`src/rtl/dec24_seq.sv`:
```
// dec24_seq: registered 2-to-4 one-hot decoder with a valid/ready handshake
// on both sides, a self-stepping one-hot "scan" sweep mode and a saturating
// count of codes accepted in direct mode.
//
// Ports
//   clk        single clock, all state changes on its rising edge
//   rst_n      synchronous active-low reset
//   en         block enable; gates code acceptance and scan operation
//   scan       scan-mode request (1 = self-stepping one-hot sweep)
//   in_valid   A/B code valid
//   in_ready   block can accept a code this cycle
//   A, B       code MSB / LSB
//   out_valid  a..d carry a valid one-hot word
//   out_ready  consumer accepts the current word (ignored while scanning)
//   a, b, c, d one-hot decode: a={A,B}=00, b=01, c=10, d=11
//   count      number of codes accepted in direct mode, saturating
//
// Parameters
//   SCAN_DIV   cycles each one-hot value is held in scan mode (1..255)
//   CNT_W      width of the accepted-code counter

module dec24_seq #(
  parameter int SCAN_DIV = 10,
  parameter int CNT_W    = 8
) (
  input  logic             clk,
  input  logic             rst_n,
  input  logic             en,
  input  logic             scan,
  input  logic             in_valid,
  output logic             in_ready,
  input  logic             A,
  input  logic             B,
  output logic             out_valid,
  input  logic             out_ready,
  output logic             a,
  output logic             b,
  output logic             c,
  output logic             d,
  output logic [CNT_W-1:0] count
);

  // IDLE has nothing to show, HOLD presents a decoded code until the
  // consumer takes it, SCAN sweeps the one-hot value on its own.
  typedef enum logic [1:0] {
    ST_IDLE = 2'd0,
    ST_HOLD = 2'd1,
    ST_SCAN = 2'd2
  } state_t;

  localparam logic [7:0] DIV_LAST = 8'(SCAN_DIV - 1);

  state_t           r_state;
  state_t           w_nextState;
  logic [3:0]       r_word;
  logic [3:0]       w_nextWord;
  logic             r_valid;
  logic             w_nextValid;
  logic [1:0]       r_step;
  logic [1:0]       w_nextStep;
  logic [7:0]       r_div;
  logic [7:0]       w_nextDiv;
  logic [CNT_W-1:0] r_count;

  logic             w_inReady;
  logic             w_accept;
  logic [1:0]       w_code;
  logic [3:0]       w_codeWord;
  logic [1:0]       w_stepInc;
  logic [3:0]       w_stepIncWord;
  logic             w_countFull;

  // The input side is open only when no sweep is requested and either
  // nothing is pending or the pending word leaves this very cycle, which
  // gives back-to-back transfers without a bubble. Reset closes it too.
  always_comb begin
    w_inReady = rst_n & en & ~scan &
                ((r_state == ST_IDLE) | ((r_state == ST_HOLD) & out_ready));
    w_accept  = in_valid & w_inReady;
  end

  // Word bit 0 drives a, so shifting a single one left by the code (or the
  // scan step) yields the one-hot pattern directly.
  always_comb begin
    w_code        = {A, B};
    w_codeWord    = 4'b0001 << w_code;
    w_stepInc     = r_step + 2'd1;
    w_stepIncWord = 4'b0001 << w_stepInc;
    w_countFull   = (r_count == {CNT_W{1'b1}});
  end

  // Next-state and next-output logic. Outputs are registered so there is
  // no combinational path from A/B to a..d; every transition therefore
  // computes the word that should be visible in the following cycle.
  // Leaving HOLD or SCAN always clears the word so a..d read 0000 whenever
  // out_valid is low.
  always_comb begin
    w_nextState = r_state;
    w_nextWord  = r_word;
    w_nextValid = r_valid;
    w_nextStep  = r_step;
    w_nextDiv   = r_div;

    case (r_state)
      ST_IDLE: begin
        if (en & scan) begin
          w_nextState = ST_SCAN;
          w_nextWord  = 4'b0001;
          w_nextValid = 1'b1;
          w_nextStep  = 2'd0;
          w_nextDiv   = 8'd0;
        end else if (w_accept) begin
          w_nextState = ST_HOLD;
          w_nextWord  = w_codeWord;
          w_nextValid = 1'b1;
        end
      end

      ST_HOLD: begin
        // A scan request only closes in_ready here; the pending word must
        // drain through IDLE before the sweep can start.
        if (out_ready) begin
          if (w_accept) begin
            w_nextState = ST_HOLD;
            w_nextWord  = w_codeWord;
            w_nextValid = 1'b1;
          end else begin
            w_nextState = ST_IDLE;
            w_nextWord  = 4'b0000;
            w_nextValid = 1'b0;
          end
        end
      end

      ST_SCAN: begin
        if (~scan | ~en) begin
          w_nextState = ST_IDLE;
          w_nextWord  = 4'b0000;
          w_nextValid = 1'b0;
          w_nextStep  = 2'd0;
          w_nextDiv   = 8'd0;
        end else if (r_div == DIV_LAST) begin
          // The divider runs 0..SCAN_DIV-1, so each step lasts exactly
          // SCAN_DIV cycles; the 2-bit step wraps 3 -> 0 by itself.
          w_nextDiv   = 8'd0;
          w_nextStep  = w_stepInc;
          w_nextWord  = w_stepIncWord;
        end else begin
          w_nextDiv   = r_div + 8'd1;
        end
      end

      default: begin
        w_nextState = ST_IDLE;
        w_nextWord  = 4'b0000;
        w_nextValid = 1'b0;
        w_nextStep  = 2'd0;
        w_nextDiv   = 8'd0;
      end
    endcase
  end

  // State and output registers. Reset discards any pending word or sweep.
  always_ff @(posedge clk) begin
    if (!rst_n) begin
      r_state <= ST_IDLE;
      r_word  <= 4'b0000;
      r_valid <= 1'b0;
      r_step  <= 2'd0;
      r_div   <= 8'd0;
    end else begin
      r_state <= w_nextState;
      r_word  <= w_nextWord;
      r_valid <= w_nextValid;
      r_step  <= w_nextStep;
      r_div   <= w_nextDiv;
    end
  end

  // Accepted-code counter: only direct-mode acceptances count, and it
  // sticks at all-ones instead of wrapping.
  always_ff @(posedge clk) begin
    if (!rst_n) begin
      r_count <= '0;
    end else if (w_accept && !w_countFull) begin
      r_count <= r_count + CNT_W'(1);
    end
  end

  always_comb begin
    in_ready  = w_inReady;
    out_valid = r_valid;
    a         = r_word[0];
    b         = r_word[1];
    c         = r_word[2];
    d         = r_word[3];
    count     = r_count;
  end

endmodule

```
`config.mk`:
```
export PLATFORM = sky130hd
export DESIGN_NAME = dec24_seq
export DESIGN_NICKNAME = d
export VERILOG_FILES = /design/src/rtl/dec24_seq.sv
export SDC_FILE = /design/constraint.sdc
export NUM_CORES = 1
export LEC_CHECK = 0
export ABC_AREA = 1
export CAP_MARGIN = 30
export CORE_ASPECT_RATIO = 1.2
export CORE_MARGIN = 2
export CORE_UTILIZATION = 25
export DETAILED_ROUTE_END_ITERATION = 10
export PLACE_DENSITY = 0.43
export SLEW_MARGIN = 10
export SYNTH_ARGS = -nofsm -noshare
export SYNTH_HDL_FRONTEND = slang
export SYNTH_SLANG_ARGS = --single-unit
```
`constraint.sdc`:
```
create_clock -name clk -period 1.4 [get_ports clk]
set_clock_uncertainty 0.15 [all_clocks]
set_input_delay 0.28 -clock clk [delete_from_list [all_inputs] [get_ports clk]]
set_output_delay 0.28 -clock clk [all_outputs]
set_load 0.005 [all_outputs]
```
==> run summary <==
The synthesis-to-finish area growth is 88.3%. Traced cell by cell, the critical path runs through ha_4 > nand2_4 > inv_2 > nand2_4 > o21ai_4 > buf_6 > nand2_4 > a21oi_2. The logs give 25 for the CTS sink count and 4100 um for the aggregate routed wire length. The run gives 43 as the iteration-0 DRC count of the detailed router. Antenna diode instance count: 0. The share of the synthesized area in the top cell type was 0.356. Timing would allow up to 0.665 GHz. The checks that failed: setup timing. For the final weighted congestion of routability-driven global placement, the log shows 0.836. Largest area contributor in the synthesized netlist: dfxtp_1. The number of hold-slack violations in the final timing report was 0; the total power density per cell area was 592 nW/um2.

The number of buffers and inverters on the critical path is 2. The share of layout cells above drive strength 1 came out at 0.625. The global routing stage identified its most utilized layer as met2. For the share of the core filled with cells, the log shows 0.493.

Data on the critical path is required at its endpoint by 1.46 ns. The logs give 0.247 for the met2 layer usage reported by global route and 27 for the number of distinct library cell variants in the gate-level netlist after synthesis. The worst path needs 1.50 ns of the cycle, external delays included. The cell sitting at the root of the clock tree is a clkbuf_8. The logs give 23 for the total setup violations reported at the end of the flow and 2 for the clock tree buffer depth.

The tools report the global-route track usage on met3 as 0.0198. The tool flagged a number of max-cap violations equal to 0. Among all stages on the critical path, the largest delay is contributed by dfxtp_4. The number of global-route vias before repair is 1600. Row generation in the floorplan step produced 29 rows.

TritonCTS built the clock tree. The final cycle utilization of the critical path was 1.07; the worst setup slack after placement was -0.688 ns. The run gives 0.170 as the met1 layer usage reported by global route. Worst ir drop on vdd: 0.307 mV. Setup repair after global routing could not meet its margin everywhere. For the total standard cell area after synthesis, the log shows 1410 um2. The routed via count divided by cell count works out to 4.57. The initial standard-cell utilization of the core is 0.262. The nature of the critical path startpoint was a register. The tools report the net total in the final layout as 307. The count of buffers added on input and output ports is 21. The floorplan step set the die height to 86.2 um.

The first TritonRoute pass finished after 4 iterations. The average instance in the mapped netlist occupies 6.87 um2. The core box area came out at 5370 um2. The tools report the final critical-path setup slack as -0.103 ns. The number of synthesized register bits is 25. The count of pins over their slew limit is 0, and the count of antenna-violating nets left after detailed routing is 0. The total half-perimeter wirelength after legalization and detailed placement came out at 2880 um. The boundary pin count was 22; the x dimension of the die was 72.5 um. The run gives 6970 um as the first-pass GRT wire length. The yosys synthesis warning count was 0; the overall power consumption was 1.57 mW. In the layout the commonest cells are buf_4 (40), nand2_1 (25), buf_6 (23), dfxtp_2 (18), inv_1 (14).

The run gives 353 as the count of non-filler cells in the finished layout. The largest stage delay on the critical path works out to 0.37 ns. The post-synthesis sequential area ratio was 0.356. Detailed routing inserted a total of 1614 vias. For the data arrival time of the worst path, the log shows 1.56 ns. For this run the aggregate overflow at the end of global routing stands at 0.

By startpoint and endpoint, the worst setup path is classified as reg -> reg. The routed wirelength normalized by instance count was 11.6 um; the total leakage power was 1.20 nW. The run gives 220 as the number of nets produced by synthesis. STA classifies the critical path endpoint as a register.

The worst-margin pin slew is 0.271 ns. The library cell used most frequently in the layout, excluding fill and tap cells, is buf_4. The tools report the setup slack of the most critical reg-to-reg path as -0.10 ns. The die covers 6250 um2. TritonCTS created 3 clock buffers. The dominant delay contributor by cell family on the critical path is compound AO/OA/AOI/OAI gates. The instance count of the mapped netlist was 205; the maximum net fanout on the critical path was 5.

The tools report the residual DRC count as 0. The cell that appears most often on the critical path is nand2_4. The run finished, with violations left.

After synthesis, the cell types taking the most area are dfxtp_1 (36%), nand2_1 (13%), inv_1 (7.2%). Worst max-slew margin expressed relative to the limit: 0.818. For the clock latency on the worst-skew pair, the log shows 0.27 ns. The pin count of the biggest net entering global routing is 15, and the clock-pin slew reported for the worst setup and hold paths after clock tree synthesis is 0.09 ns.

The worst min-delay path class is reg -> reg. The number of antenna violations at the first check in global routing is 0. Counting tap cells, the placed design contains a total of 332 instances. The logs give 1 for the H-tree depth reported by CTS and 0.139 for the total global routing track utilization.
[worst paths after layout]
check	from	to	cells after the start
worst min-delay path	out_valid$_SDFFE_PN0P_	out_valid$_SDFFE_PN0P_	2
worst max register to register	count[1]$_SDFFE_PN0P_	count[3]$_SDFFE_PN0P_	8
worst min register to register	out_valid$_SDFFE_PN0P_	out_valid$_SDFFE_PN0P_	2
worst max-delay path	count[1]$_SDFFE_PN0P_	count[3]$_SDFFE_PN0P_	8
[flip-flops by register name, indices dropped and copies added, names as in the netlist]
name and count:
r_step 2, r_div 8, r_word 4, count 8, r_state 2, out_valid 1
[cell type report]
class,count,area [um2]
fill,532,2720
timing repair buffer,84,719
multi-input combinational,149,1160
sequential,25,527
inverter,29,119
tap,62,77.6
clock inverter,1,5.00
clock buffer,3,41.3
[where the power goes]
part	leakage, nW	internal (mW)	switching (mW)
Clock	0.0255	0.200	0.248
Sequential	0.212	0.733	0.0177
Combinational	0.964	0.181	0.190
Total	1.20	1.11	0.456
[cell usage after synthesis]
| library cell | n |
|---|---|
| buf_6 | 1 |
| nand2_2 | 1 |
| nand4_1 | 7 |
| nor2_2 | 1 |
| nor3b_1 | 1 |
| inv_1 | 27 |
| xor2_1 | 4 |
| o21ai_2 | 1 |
| a211oi_1 | 1 |
| nand3_1 | 14 |
| inv_2 | 2 |
| nand2_1 | 48 |
| a21oi_1 | 19 |
| nor2_1 | 23 |
| xnor2_1 | 2 |
| nand3_2 | 1 |
| o21ai_0 | 7 |
| dfxtp_1 | 25 |
| o21ai_1 | 1 |
| nor2_4 | 2 |
| nand4_2 | 1 |
| ha_1 | 7 |
| or2_0 | 1 |
| o21bai_1 | 1 |
| clkbuf_1 | 1 |
| a21o_1 | 1 |
| nor3_1 | 5 |
[metrics by stage]
step           hold slack [ns]  area, um2  TNS [ns]
2_1_floorplan            0.251       1430         0
3_5_place_dp             0.308       2050    -12.32
4_1_cts                  0.316       2490     -1.26
3_3_place_gp             0.305       2050    -12.24
5_1_grt                  0.325       2650     -3.14
6_report                 0.303       2650     -1.56
[cell families after synthesis]
group / count (synthesis) / synth area share
and+or+nand+nor: 105 / 0.339
xor gates and xnor gates: 6 / 0.0373
buffers and inverters: 31 / 0.0880
AOI/OAI and AO/OA: 31 / 0.118
adders and majority gates: 7 / 0.0622
DFF: 25 / 0.356
[routing by layer]
layer	part of all wire	vias to the layer above
met5	0	-
met4	0.018	0
met3	0.026	8
met2	0.52	22
met1	0.44	749
li1	-	835
[tightest hold or removal path, cell delays in order (launching register included)]
cell,delay (ns)
dfxtp_2,0.33
nand3_2,0.05
nand2_1,0.04
[timing repair]
action                     CTS  global route
hold endpoints to repair     0             0
pin swaps                   41            20
hold buffers                 0             0
setup endpoints to repair   37            30
gates resized for setup    132            53
buffers inserted            13             6
Power figures use the tool's default switching activity.
